## src/rtl/kmap4_pkg.sv

```systemverilog
// ----------------------------------------------------------------------------
// kmap4_pkg
// Shared types and constants for the 4-input K-map sweep controller.
//
// Contents:
//   state_e          sweep FSM state encoding
//   NUM_VECTORS      number of minterms swept (16)
//   IDX_W            width of a step index / minterm number
//   MISMATCH_W       width of the mismatch counter (holds 0..16 without wrap)
//   step_to_minterm  maps a sweep step to the minterm driven at that step
//
// Build option:
//   KMAP4_GRAY_ORDER_EN  when defined, steps walk the minterms in Gray
//                        (K-map adjacency) order. When undefined, they walk
//                        them in binary order.
// ----------------------------------------------------------------------------
package kmap4_pkg;

  typedef enum logic [1:0] {
    IDLE   = 2'd0,
    SETTLE = 2'd1,
    SAMPLE = 2'd2,
    DONE   = 2'd3
  } state_e;

  localparam int NUM_VECTORS = 16;
  localparam int IDX_W       = 4;
  localparam int MISMATCH_W  = 5;

  // Gray order toggles exactly one function input per step, so glitches seen
  // on F can be attributed to a single input transition.
  function automatic logic [IDX_W-1:0] step_to_minterm(input logic [IDX_W-1:0] step);
`ifdef KMAP4_GRAY_ORDER_EN
    return step ^ (step >> 1);
`else
    return step;
`endif
  endfunction

endpackage : kmap4_pkg

```

## src/rtl/kmap4_vec_gen.sv

```systemverilog
// ----------------------------------------------------------------------------
// kmap4_vec_gen
// Holds the sweep step index and the registered minterm vector driven onto
// the function block's D/C/B/A inputs. The step-to-minterm ordering lives
// here so the FSM only deals with "load" and "advance".
//
// Ports:
//   clk         in   system clock, rising edge
//   rst_n       in   asynchronous active-low reset
//   load_i      in   restart at step 0 (takes priority over advance_i)
//   advance_i   in   move to the next step
//   minterm_o   out  minterm currently driven (binary index into tables)
//   last_o      out  current step is the final one
//   d_o..a_o    out  registered drive to the function block (D is MSB)
//
// Build option: KMAP4_GRAY_ORDER_EN (see kmap4_pkg).
// ----------------------------------------------------------------------------
module kmap4_vec_gen
  import kmap4_pkg::*;
(
  input  logic             clk,
  input  logic             rst_n,
  input  logic             load_i,
  input  logic             advance_i,
  output logic [IDX_W-1:0] minterm_o,
  output logic             last_o,
  output logic             d_o,
  output logic             c_o,
  output logic             b_o,
  output logic             a_o
);

  logic [IDX_W-1:0] step_q;
  logic [IDX_W-1:0] step_d;
  logic [IDX_W-1:0] minterm_q;

  always_comb begin
    step_d = step_q;
    if (load_i) begin
      step_d = '0;
    end else if (advance_i) begin
      step_d = step_q + IDX_W'(1);
    end
  end

  always_ff @(posedge clk or negedge rst_n) begin
    if (!rst_n) begin
      step_q    <= '0;
      minterm_q <= '0;
    end else begin
      step_q    <= step_d;
      // The vector tracks the step on the same edge so the function block
      // sees the new inputs in the very first settle cycle.
      minterm_q <= step_to_minterm(step_d);
    end
  end

  assign minterm_o = minterm_q;
  assign last_o    = (step_q == IDX_W'(NUM_VECTORS - 1));
  assign d_o       = minterm_q[3];
  assign c_o       = minterm_q[2];
  assign b_o       = minterm_q[1];
  assign a_o       = minterm_q[0];

endmodule : kmap4_vec_gen

```

## src/rtl/kmap4_sweep_ctrl.sv

```systemverilog
// ----------------------------------------------------------------------------
// kmap4_sweep_ctrl
// Exhaustively sweeps a 4-input combinational block: drives each of the 16
// minterms, waits SETTLE_CYCLES, samples F into truth_table and counts
// disagreements against the expected mask.
//
// Parameters:
//   SETTLE_CYCLES  cycles each vector is held before sampling (1..15)
//   CNT_W          settle counter width, must hold SETTLE_CYCLES
//
// Ports:
//   clk, rst_n     clock (rising edge) / async active-low reset
//   start          begin a sweep, honoured only in IDLE
//   abort          drop the sweep in progress, no done pulse
//   expected[15:0] expected F per minterm, bit i <-> {D,C,B,A}==i
//   f_in           F from the function block
//   d/c/b/a_out    drive to the function block inputs (D is MSB)
//   busy           sweep in progress (low in DONE)
//   done           one-cycle pulse after a completed sweep
//   truth_table    sampled F, bit i = F at minterm i
//   mismatch_cnt   minterms where F differed from expected (0..16)
//   pass           completed sweep with zero mismatches
//
// Build option: KMAP4_GRAY_ORDER_EN selects Gray step order (see kmap4_pkg).
//
// State  | meaning
// -------+-----------------------------------------------------------------
// IDLE   | waiting for start; outputs hold last sweep's results
// SETTLE | current vector applied, settle counter running down
// SAMPLE | capture F for the current minterm, step or finish
// DONE   | publish done/pass, return to IDLE
// ----------------------------------------------------------------------------
module kmap4_sweep_ctrl
  import kmap4_pkg::*;
#(
  parameter int unsigned SETTLE_CYCLES = 2,
  parameter int unsigned CNT_W         = 4
) (
  input  logic                  clk,
  input  logic                  rst_n,
  input  logic                  start,
  input  logic                  abort,
  input  logic [15:0]           expected,
  input  logic                  f_in,
  output logic                  d_out,
  output logic                  c_out,
  output logic                  b_out,
  output logic                  a_out,
  output logic                  busy,
  output logic                  done,
  output logic [15:0]           truth_table,
  output logic [MISMATCH_W-1:0] mismatch_cnt,
  output logic                  pass
);

  // Counter runs SETTLE_CYCLES-1 down to 0; reaching 0 is the last settle cycle.
  localparam logic [CNT_W-1:0] CNT_LOAD = CNT_W'(SETTLE_CYCLES - 1);

  state_e                  state_q;
  logic [CNT_W-1:0]        cnt_q;
  logic                    busy_q;
  logic                    done_q;
  logic                    pass_q;
  logic [15:0]             truth_table_q;
  logic [MISMATCH_W-1:0]   mismatch_cnt_q;

  logic                    vec_load;
  logic                    vec_advance;
  logic [IDX_W-1:0]        minterm;
  logic                    last_step;
  logic                    f_miss;

  assign vec_load    = (state_q == IDLE) && start;
  // abort wins over the SAMPLE-stage step so the vector freezes where it was.
  assign vec_advance = (state_q == SAMPLE) && !abort && !last_step;
  assign f_miss      = (f_in != expected[minterm]);

  kmap4_vec_gen u_vec_gen (
    .clk       (clk),
    .rst_n     (rst_n),
    .load_i    (vec_load),
    .advance_i (vec_advance),
    .minterm_o (minterm),
    .last_o    (last_step),
    .d_o       (d_out),
    .c_o       (c_out),
    .b_o       (b_out),
    .a_o       (a_out)
  );

  always_ff @(posedge clk or negedge rst_n) begin
    if (!rst_n) begin
      state_q        <= IDLE;
      cnt_q          <= '0;
      busy_q         <= 1'b0;
      done_q         <= 1'b0;
      pass_q         <= 1'b0;
      truth_table_q  <= '0;
      mismatch_cnt_q <= '0;
    end else begin
      done_q <= 1'b0;
      if (state_q == IDLE) begin
        if (start) begin
          truth_table_q  <= '0;
          mismatch_cnt_q <= '0;
          pass_q         <= 1'b0;
          cnt_q          <= CNT_LOAD;
          busy_q         <= 1'b1;
          state_q        <= SETTLE;
        end
      end else if (abort) begin
        // Partial truth_table / mismatch_cnt are left for inspection.
        busy_q  <= 1'b0;
        pass_q  <= 1'b0;
        state_q <= IDLE;
      end else begin
        case (state_q)
          SETTLE: begin
            if (cnt_q == '0) begin
              state_q <= SAMPLE;
            end else begin
              cnt_q <= cnt_q - CNT_W'(1);
            end
          end
          SAMPLE: begin
            truth_table_q[minterm] <= f_in;
            if (f_miss) begin
              mismatch_cnt_q <= mismatch_cnt_q + MISMATCH_W'(1);
            end
            if (last_step) begin
              busy_q  <= 1'b0;
              state_q <= DONE;
            end else begin
              cnt_q   <= CNT_LOAD;
              state_q <= SETTLE;
            end
          end
          DONE: begin
            // mismatch_cnt already includes the final sample here.
            done_q  <= 1'b1;
            pass_q  <= (mismatch_cnt_q == '0);
            state_q <= IDLE;
          end
          default: begin
            state_q <= IDLE;
          end
        endcase
      end
    end
  end

  assign busy         = busy_q;
  assign done         = done_q;
  assign pass         = pass_q;
  assign truth_table  = truth_table_q;
  assign mismatch_cnt = mismatch_cnt_q;

endmodule : kmap4_sweep_ctrl

```

## config.mk

```make
export PLATFORM = sky130hd
export DESIGN_NAME = kmap4_sweep_ctrl
export DESIGN_NICKNAME = d
export VERILOG_FILES = /design/src/rtl/kmap4_pkg.sv /design/src/rtl/kmap4_vec_gen.sv /design/src/rtl/kmap4_sweep_ctrl.sv
export SDC_FILE = /design/constraint.sdc
export NUM_CORES = 1
export LEC_CHECK = 0
export ABC_AREA = 1
export CAP_MARGIN = 15
export CORE_MARGIN = 1.5
export CORE_UTILIZATION = 40
export DETAILED_ROUTE_END_ITERATION = 16
export HOLD_SLACK_MARGIN = 0.06
export PLACE_DENSITY = 0.75
export SYNTH_ARGS = -nofsm -noshare
export SYNTH_HDL_FRONTEND = slang
export SYNTH_SLANG_ARGS = --single-unit
```

## constraint.sdc

```tcl
create_clock -name clk -period 1.64 [get_ports clk]
set_input_delay 0.246 -clock clk [delete_from_list [all_inputs] [get_ports clk]]
set_output_delay 0.246 -clock clk [all_outputs]
set_load 0.1 [all_outputs]
```

# ---- After elaboration in Yosys (flattened, before gate mapping)
# Index checks and enable logic that the tools add are counted.
dict set report classes {
  n_addsub 3
  order_cmp 2
  n_eq_ne 10
  mux 40
  n_reduce_logical 22
}
# operator n
set ops {}
lappend ops {{16-bit two-way mux} 4}
lappend ops {{4-bit two-way mux} 7}
lappend ops {{5-bit two-way mux} 5}
lappend ops {{16-bit bitwise mux} 1}
lappend ops {{1-bit two-way mux} 14}
lappend ops {{3-bit nonzero test} 4}
lappend ops {{2-bit two-way mux} 5}
lappend ops {{4-bit case mux with 2 select lines} 1}
lappend ops {{3-bit != test (second input constant)} 2}
lappend ops {{3-bit AND reduction} 2}
lappend ops {{2-bit nonzero test} 3}
lappend ops {{5-bit by 1-bit adder with 5-bit output (second input constant)} 1}
lappend ops {{5-bit logical NOT} 1}
lappend ops {{4-bit by 5-bit less-than comparator with 1-bit output (second input constant)} 1}
lappend ops {{5-bit AND reduction} 1}
lappend ops {{4-bit by 1-bit adder with 4-bit output (second input constant)} 1}
lappend ops {{1-bit binary-select mux with 4-bit select} 1}
lappend ops {{1-bit demux with 4-bit select} 1}
lappend ops {{2-bit == test (second input constant)} 2}
lappend ops {{4-bit == test (second input constant)} 1}
lappend ops {{4-bit by 1-bit >= comparator with 1-bit output (second input constant)} 1}
lappend ops {{1-bit logical AND} 4}
lappend ops {{4-bit logical NOT} 1}
lappend ops {{4-bit != test (second input constant)} 1}
lappend ops {{other kinds (10)} 12}
dict set report totals {
  register_bits 34
  in_bits 21
}

# ---- Depth between registers and ports, before layout
# Gate-level depths: netlist of the first run.
dict set report depth {
  word_depth 8
  ltp_mapped 13
  mapped_depth_nobuf 12
}

# ---- Modules after synthesis
# Synthesis of the first run repeated with hierarchy kept, for this count alone.
dict set report hier_totals {
  hier_cells 279
  hier_area_um2 2097.0
}
# mod instances cells_each area_per_inst_um2 seq_area_each_um2
set by_module_without_submodules {}
lappend by_module_without_submodules {kmap4_sweep_ctrl 1 249 1855.5 750.7}
lappend by_module_without_submodules {kmap4_vec_gen 1 30 241.5 100.1}

# ---- Worst setup path before layout of the first run
# Ideal clock, no wire load.
dict set report synth_path {
  path_type {register -> register}
  start {register u_vec_gen.step_q[1]}
  end {register cnt_q[2]}
  setup_time_ns 0.119
  arrival_time_ns 2.058
  required_time_ns 1.521
  slack_ns -0.537
  path_stages_with_launch 10
  path_cell_list {dfrtp_1 ha_1 nand2_4 clkinv_2 nand2_2 nand3_2 nand3_2 o21a_4 a21oi_1 nor2_1}
}
dict set report synth_via {
  elab_chain_cells 3
}
# element line
set synth_rtl {}
lappend synth_rtl {{start, declared} kmap4_vec_gen.sv:33} ;# logic [IDX_W-1:0] step_q;
lappend synth_rtl {{start signal, assigned} kmap4_vec_gen.sv:51} ;# step_q <= step_d;
lappend synth_rtl {{4-bit == test} kmap4_vec_gen.sv:59} ;# assign last_o = (step_q == IDX_W'(NUM_VECTORS - 1));
lappend synth_rtl {{3-bit != test (no line)} --}
lappend synth_rtl {{5-bit AND reduction (no line)} --}
lappend synth_rtl {{end signal, assigned} kmap4_sweep_ctrl.sv:122} ;# cnt_q <= cnt_q - CNT_W'(1);
lappend synth_rtl {{end, declared} kmap4_sweep_ctrl.sv:60} ;# logic [CNT_W-1:0] cnt_q;
# No other way between the ends.
# A chain may end at the register's enable or synchronous reset.

==> results of run 1 <==
==> worst min path at each step <==
stage / slack (ps) / depth (start not counted) / endpoint
finish: 380 / 2 / truth_table[6]
global route: 420 / 2 / truth_table[9]
CTS: 400 / 2 / truth_table[12]
detailed placement: 560 / 2 / mismatch_cnt[1]
global placement: 550 / 2 / mismatch_cnt[1]
floorplan: -50 / 0 / busy
==> metrics by stage <==
| stage | hold slack [ps] | power, mW | std cells | instance area [um^2] | util (%) |
|---|---|---|---|---|---|
| floorplan | -49.59 | 3.212 | 281 | 2181 | - |
| global placement | 547.7 | 4.075 | 410 | 3117 | 60.26 |
| detailed placement | 558.2 | 4.158 | 410 | 3117 | 60.26 |
| CTS | 400.4 | 4.792 | 418 | 3207 | 62.00 |
| global route | 420.3 | 5.320 | 422 | 3324 | 64.27 |
| finish | 382.9 | 4.996 | 422 | 3324 | 64.27 |
==> flip-flops by register name, indices dropped and copies added, names as in the netlist <==
register	cells
truth_table	16
mismatch_cnt	5
cnt_q	4
u_vec_gen.step_q	4
state_q	2
busy	1
done	1
pass	1
==> critical path, stage by stage, from the launching register on <==
cell and delay, ps:
dfrtp_4 510, buf_6 160, nand2_2 50, nand3_1 80, nand2_1 60, nand2_1 60, nand2_2 80, nor2_2 130
nand2_2 80, nand3_4 90, nand2_4 80, nand2_2 70, nand2_2 40
==> layer usage <==
layer  share of wire [%]  vias to the layer above  GRT usage [%]
li1                    -                     1039              -
met1                  43                      975          24.30
met2                  51                       76          34.20
met3                 5.4                        4          4.671
met4                0.52                        0          5.926
met5                   0                        -              0
==> layout by cell type (no fill, tap or decap), types with 9 or more instances in the layout <==
cell type / Yosys / layout
nand2_1: 65 / 54
inv_1: 48 / 47
dfrtp_1: 34 / 28
buf_12: 0 / 28
a21oi_1: 22 / 22
clkdlybuf4s50_1: 0 / 20
buf_4: 0 / 18
nand3_1: 17 / 16
o22ai_1: 15 / 15
nor2_1: 16 / 14
nand2_2: 3 / 13
ha_1: 12 / 9
==> repair_timing <==
action / 4_1_cts / 5_1_grt
endpoints found under the setup margin: 17 / 29
pin swaps: 0 / 4
hold buffers: 0 / 0
setup buffers: 0 / 4
gates resized for setup: 2 / 28
==> final cells by class <==
type                            instances  area share, %
Sequential cell                        34          25.97
Multi-Input combinational cell        187          34.40
Inverter                               54          6.549
Clock buffer                            6          2.183
Clock inverter                          2         0.3011
Timing Repair Buffer                   69          27.96
Tap cell                               70          2.635
==> kinds of logic (layout without fill, tap and decap cells) <==
group                      count (synthesis)  after routing  share of synthesized area (%)
AOI/OAI and AO/OA                         51             51                          13.86
buffers and inverters                     60            131                          11.73
xor gates and xnor gates                   4              4                          1.618
and+or+nand+nor                          120            120                          26.57
adders and majority gates                 12             12                          6.932
DFF                                       34             34                          39.28
==> power by group through the flow <==
stage	sequential (mW)	combinational, mW	clock (mW)
4_1_cts	1.22	2.95	0.619
2_1_floorplan	1.78	1.43	0
6_report	1.22	3.16	0.615
3_5_place_dp	1.23	2.92	0
5_1_grt	1.24	3.42	0.664
3_3_place_gp	1.22	2.85	0
==> impl_metrics.tcl, run 1 <==
set metrics [dict create \
    outcome "finished clean" \
    num-nets-final 384 \
    die_w_um 76.59 \
    power.share.switching_pct 49.78 \
    syn_area_um2 2166 \
    worst_pin_slew_ps 451.1 \
    antenna_found_initial 0 \
    p_int_mw 2.509 \
    seq_area_frac_synth_pct 39.28 \
    cts_made_buffers 5 \
    synth_top_cell_by_area "dfrtp_1" \
    place.gp.congestion 0.9091 \
    synthTopCellsByArea "dfrtp_1 39%, nand2_1 11%, inv_1 8.3%, ha_1 6.9%, a21oi_1 5.1%" \
    drt_wl_total_um 5583 \
    syn_nets 314 \
    drive_gt1_share_pct 29.26 \
    maxCapViolCount 0 \
    wl_per_cell_um 13.23 \
    synth_ff_type "dfrtp_1" \
    comb_power_share_pct 63.3 \
    vias 2094 \
    die_y_um 76.59 \
    synth_top_area_share_pct 39.28 \
    post_drt_via_cell_ratio 4.962 \
    initial_core_util_pct 41.87 \
    yosys_warnings 0 \
    die_area_um2 5865 \
    startpoint "u_vec_gen.step_q[0]" \
    slew_viol_final 0 \
    syn2layout_area_growth_pct 53.50 \
    cp_data_required_time_ps 1820 \
    cts_num_sinks 34 \
    period_share_pct 97.51 \
    htreeDepth 2 \
    cp-start-kind "flip-flop" \
    grt_use_total_pct 19.74 \
    p_switching_mw 2.487 \
    post-place-ws_ps -48.97 \
    setup_ws_ps 40.90 \
    hold_path.class "primary input to asynchronous set/reset pin" \
    cts_root_buf "clkbuf_8" \
    filler_cell_count 392 \
    grt_pass1_vias 2089 \
    core_area_um2 5172 \
    p_per_area_nw_per_um2 1503 \
    rsz0062_at_grt "true" \
    cts_tree "built" \
    n_antenna_cell 0 \
    clockBufferDepth 2 \
    yosysMostFrequentCell "nand2_1" \
    max_freq_mhz 625.4 \
    ys_ff_latch 34 \
    p_seq_share_pct 24.4 \
    hpwl_um 4114 \
    r2r_end "mismatch_cnt[2]" \
    synth-edff-count 0 \
    multi_input_area_um2 1144 \
    first_pass_iters 4 \
    drc_errors 0 \
    setup_violations 0 \
    arrival_ps 1780 \
    insertion_delay_ps 290 \
    regArea_um2 863.3 \
    finalHoldViolations 0 \
    p_leak_nw 1.558 \
    final.setup_skew_ps 9.118 \
    setup_tns_ps 0 \
    end_kind "flip-flop" \
    async_reset_ff_share_pct 100.0 \
    pin_count 49 \
    max-vdd-ir-drop_uv 931.4 \
    grt_pass1_wl_um 9356 \
    grt_max_degree 35 \
    endpoint "mismatch_cnt[2]" \
    grt-ovfl-total 0 \
    row_count 26 \
    fin_crit_ps 1599 \
    avgSynthCellArea_um2 7.708 \
    r2r-start "u_vec_gen.step_q[0]" \
    synth_top_cells_by_count "65 x nand2_1, 48 x inv_1, 34 x dfrtp_1" \
    critical_path_class "flip-flop to flip-flop" \
    clk_pin_slew_ps 70 \
    clkPwrFrac_pct 12.3 \
    slew_headroom_pct 69.92 \
    synth_cells 281 \
    port_buffers 48 \
    drt-initial-drc-count 191 \
    final_antenna_net_count 0 \
    ff2ff_setup_slack_ps 40 \
    r2r_cells 12 \
    path_max_fanout 7 \
    synth.distinct_cells 35 \
]
No activity file was read; power rests on OpenSTA's default activity.
==> run 2, diff against run 1 <==
--- a/config.mk
+++ b/config.mk
@@ -11,7 +11,8 @@
 export CORE_UTILIZATION = 40
 export DETAILED_ROUTE_END_ITERATION = 16
 export HOLD_SLACK_MARGIN = 0.06
-export PLACE_DENSITY = 0.75
+export PLACE_DENSITY = 0.76
 export SYNTH_ARGS = -nofsm -noshare
 export SYNTH_HDL_FRONTEND = slang
+export SYNTH_HIERARCHICAL = 1
 export SYNTH_SLANG_ARGS = --single-unit
==> impl_metrics.tcl, run 2 <==
set metrics [dict create \
    largest_reg_flops 16 \
    seq_area_frac_synth_pct 40.57 \
    port_buffers 48 \
    max_freq_mhz 593.1 \
    grt_use_total_pct 20.98 \
    layout_commonest_cell "nand2_1" \
    max-vdd-ir-drop_uv 740.5 \
    post-route-util_pct 65.88 \
    slew_viol_final 0 \
    end_kind "flip-flop" \
    die_y_um 75.41 \
    r2r_cells 8 \
    die_area_um2 5686 \
    async_reset_ff_share_pct 100.0 \
    drc_errors 0 \
    yosysMostFrequentCell "nand2_1" \
    htreeDepth 2 \
    maxCapViolCount 0 \
    synth_top_area_share_pct 40.57 \
    path_max_fanout 3 \
    grt_max_degree 35 \
    cts_num_sinks 34 \
    startpoint "u_vec_gen/minterm_o[0]" \
    synth_ff_type "dfrtp_1" \
    finalHoldViolations 0 \
    period_share_pct 102.8 \
    cts_root_buf "clkbuf_8" \
    synth_xor_area_share_pct 1.253 \
    row_count 26 \
    synth_top_family_by_area "simple AND/OR/NAND/NOR gates" \
    synth-edff-count 0 \
    drive_gt1_share_pct 31.21 \
    worst_pin_slew_ps 446.0 \
    setup_tns_ps -56.31 \
    syn2layout_area_growth_pct 59.43 \
    synth_fa_ha_area_share_pct 5.370 \
    first_pass_iters 4 \
    antenna_found_initial 0 \
    yosys_warnings 6 \
    p_leak_nw 1.512 \
    pin_count 49 \
    slew_headroom_pct 70.27 \
    final_antenna_net_count 0 \
    synthTopCellsByArea "dfrtp_1 41%, nand2_1 16%, ha_1 5.4%, inv_1 4.8%, nor2_1 3.6%" \
    outcome "finished, violations left" \
    avgSynthCellArea_um2 7.516 \
    cts_tree "built" \
    grt_pass1_vias 1980 \
    r2r-start "u_vec_gen/minterm_o[0]" \
    violations "negative setup slack" \
    yosys.area_share.simple_pct 30.85 \
    num-nets-final 376 \
    clk_pin_slew_ps 60 \
    ff2ff_setup_slack_ps -50 \
    drt_wl_total_um 5728 \
    hold_buffers 0 \
    core_area_um2 5075 \
    power_mw 3.829 \
    syn_area_um2 2097 \
    synth-compound-area-share_pct 12.83 \
    layout_common_cells "77 x nand2_1, 31 x buf_12, 28 x dfrtp_1" \
    r2r_end "cnt_q[0]" \
    synth_top_cell_by_area "dfrtp_1" \
    final.setup_skew_ps 3.694 \
    die_w_um 75.41 \
    insertion_delay_ps 290 \
    syn_nets 309 \
    fin_crit_ps 1686 \
    muxShareOfSynthArea_pct 0 \
    hpwl_um 4029 \
    hold_path.class "primary input to asynchronous set/reset pin" \
    p_per_area_nw_per_um2 1145 \
    final_cell_area_um2 3343 \
    synth_cells 279 \
    synth.distinct_cells 30 \
    place_area_um2 3074 \
    ys_ff_latch 34 \
    grt-ovfl-total 0 \
    cp_data_required_time_ps 1850 \
    setup_ws_ps -46.07 \
    wl_per_cell_um 13.77 \
    synth_top_cells_by_count "91 x nand2_1, 34 x dfrtp_1, 27 x inv_1" \
    grt_pass1_wl_um 9045 \
    setup_violations 5 \
    place.gp.congestion 0.8591 \
    clockBufferDepth 2 \
    critical_path_class "flip-flop to flip-flop" \
    arrival_ps 1890 \
    cts_made_buffers 5 \
    drt-initial-drc-count 109 \
    post_drt_via_cell_ratio 5.120 \
    n_antenna_cell 0 \
    initial_core_util_pct 41.32 \
    cp-start-kind "flip-flop" \
    vias 2130 \
    rsz0062_at_grt "true" \
]
[run 2: cell types whose count changed after synthesis, moves of 8 or more]
cell	previous run	this run
o31ai_1	0	8
nand2_1	65	91
o22ai_1	15	3
a21oi_1	22	9
inv_1	48	27
[run 2: how the worst max path moves through the flow]
stage	end	depth (start not counted)
floorplan	mismatch_cnt[2]	14
detailed placement	cnt_q[3]	8
CTS	u_vec_gen/minterm_o[2]	6
global route	cnt_q[3]	9
finish	cnt_q[0]	8
global placement	truth_table[0]	7
[run 2: layer usage]
metal	up-vias	routed length (um)	track usage, %
li1	1056	-	-
met1	1006	2423	26.75
met2	54	2951	35.48
met3	14	231	5.556
met4	0	122	5.357
met5	-	0	0
[run 2: critical path: stages (launching register included)]
cell	delay (ps)
dfrtp_4	510
ha_2	200
nand2_2	70
nor2_2	60
a21oi_2	200
nand3_2	150
buf_4	160
buf_4	120
a31oi_1	140
[run 2: cell families (layout without fill, tap and decap cells)]
| logic type | after synthesis | count (layout) |
|---|---|---|
| simple gates | 150 | 150 |
| flops | 34 | 34 |
| compound gates | 41 | 41 |
| xor+xnor | 3 | 3 |
| fa+ha+maj | 9 | 9 |
| buf+inv | 42 | 109 |
[run 2: where the power goes]
part	switching, mW	internal, mW
registers	0.113	0.949
logic	1.35	0.838
clock network	0.285	0.292
[run 2: metrics by stage]
step           cells  hold slack, ps  setup slack [ps]
2_1_floorplan    279          -49.59            -117.1
3_3_place_gp     405           530.7             17.70
3_5_place_dp     405           538.0            -36.91
4_1_cts          413           389.8            -24.21
5_1_grt          416           417.1            -144.2
6_report         416           361.4            -46.07
[run 2: what timing repair did]
action / CTS / global route
buffers inserted: 1 / 2
resized for setup: 4 / 36
endpoints found under the setup margin: 12 / 26
cloned: 0 / 1
pin swaps: 2 / 12
[run 2: cell type report]
cell class              instances  area (um^2)
well taps                      70        87.58
inverters                      30        127.6
multi-input cells             203         1190
fillers                       435         1732
repair buffers                 72        996.0
flip-flops and latches         34        865.8
clock buffers                   7        76.32
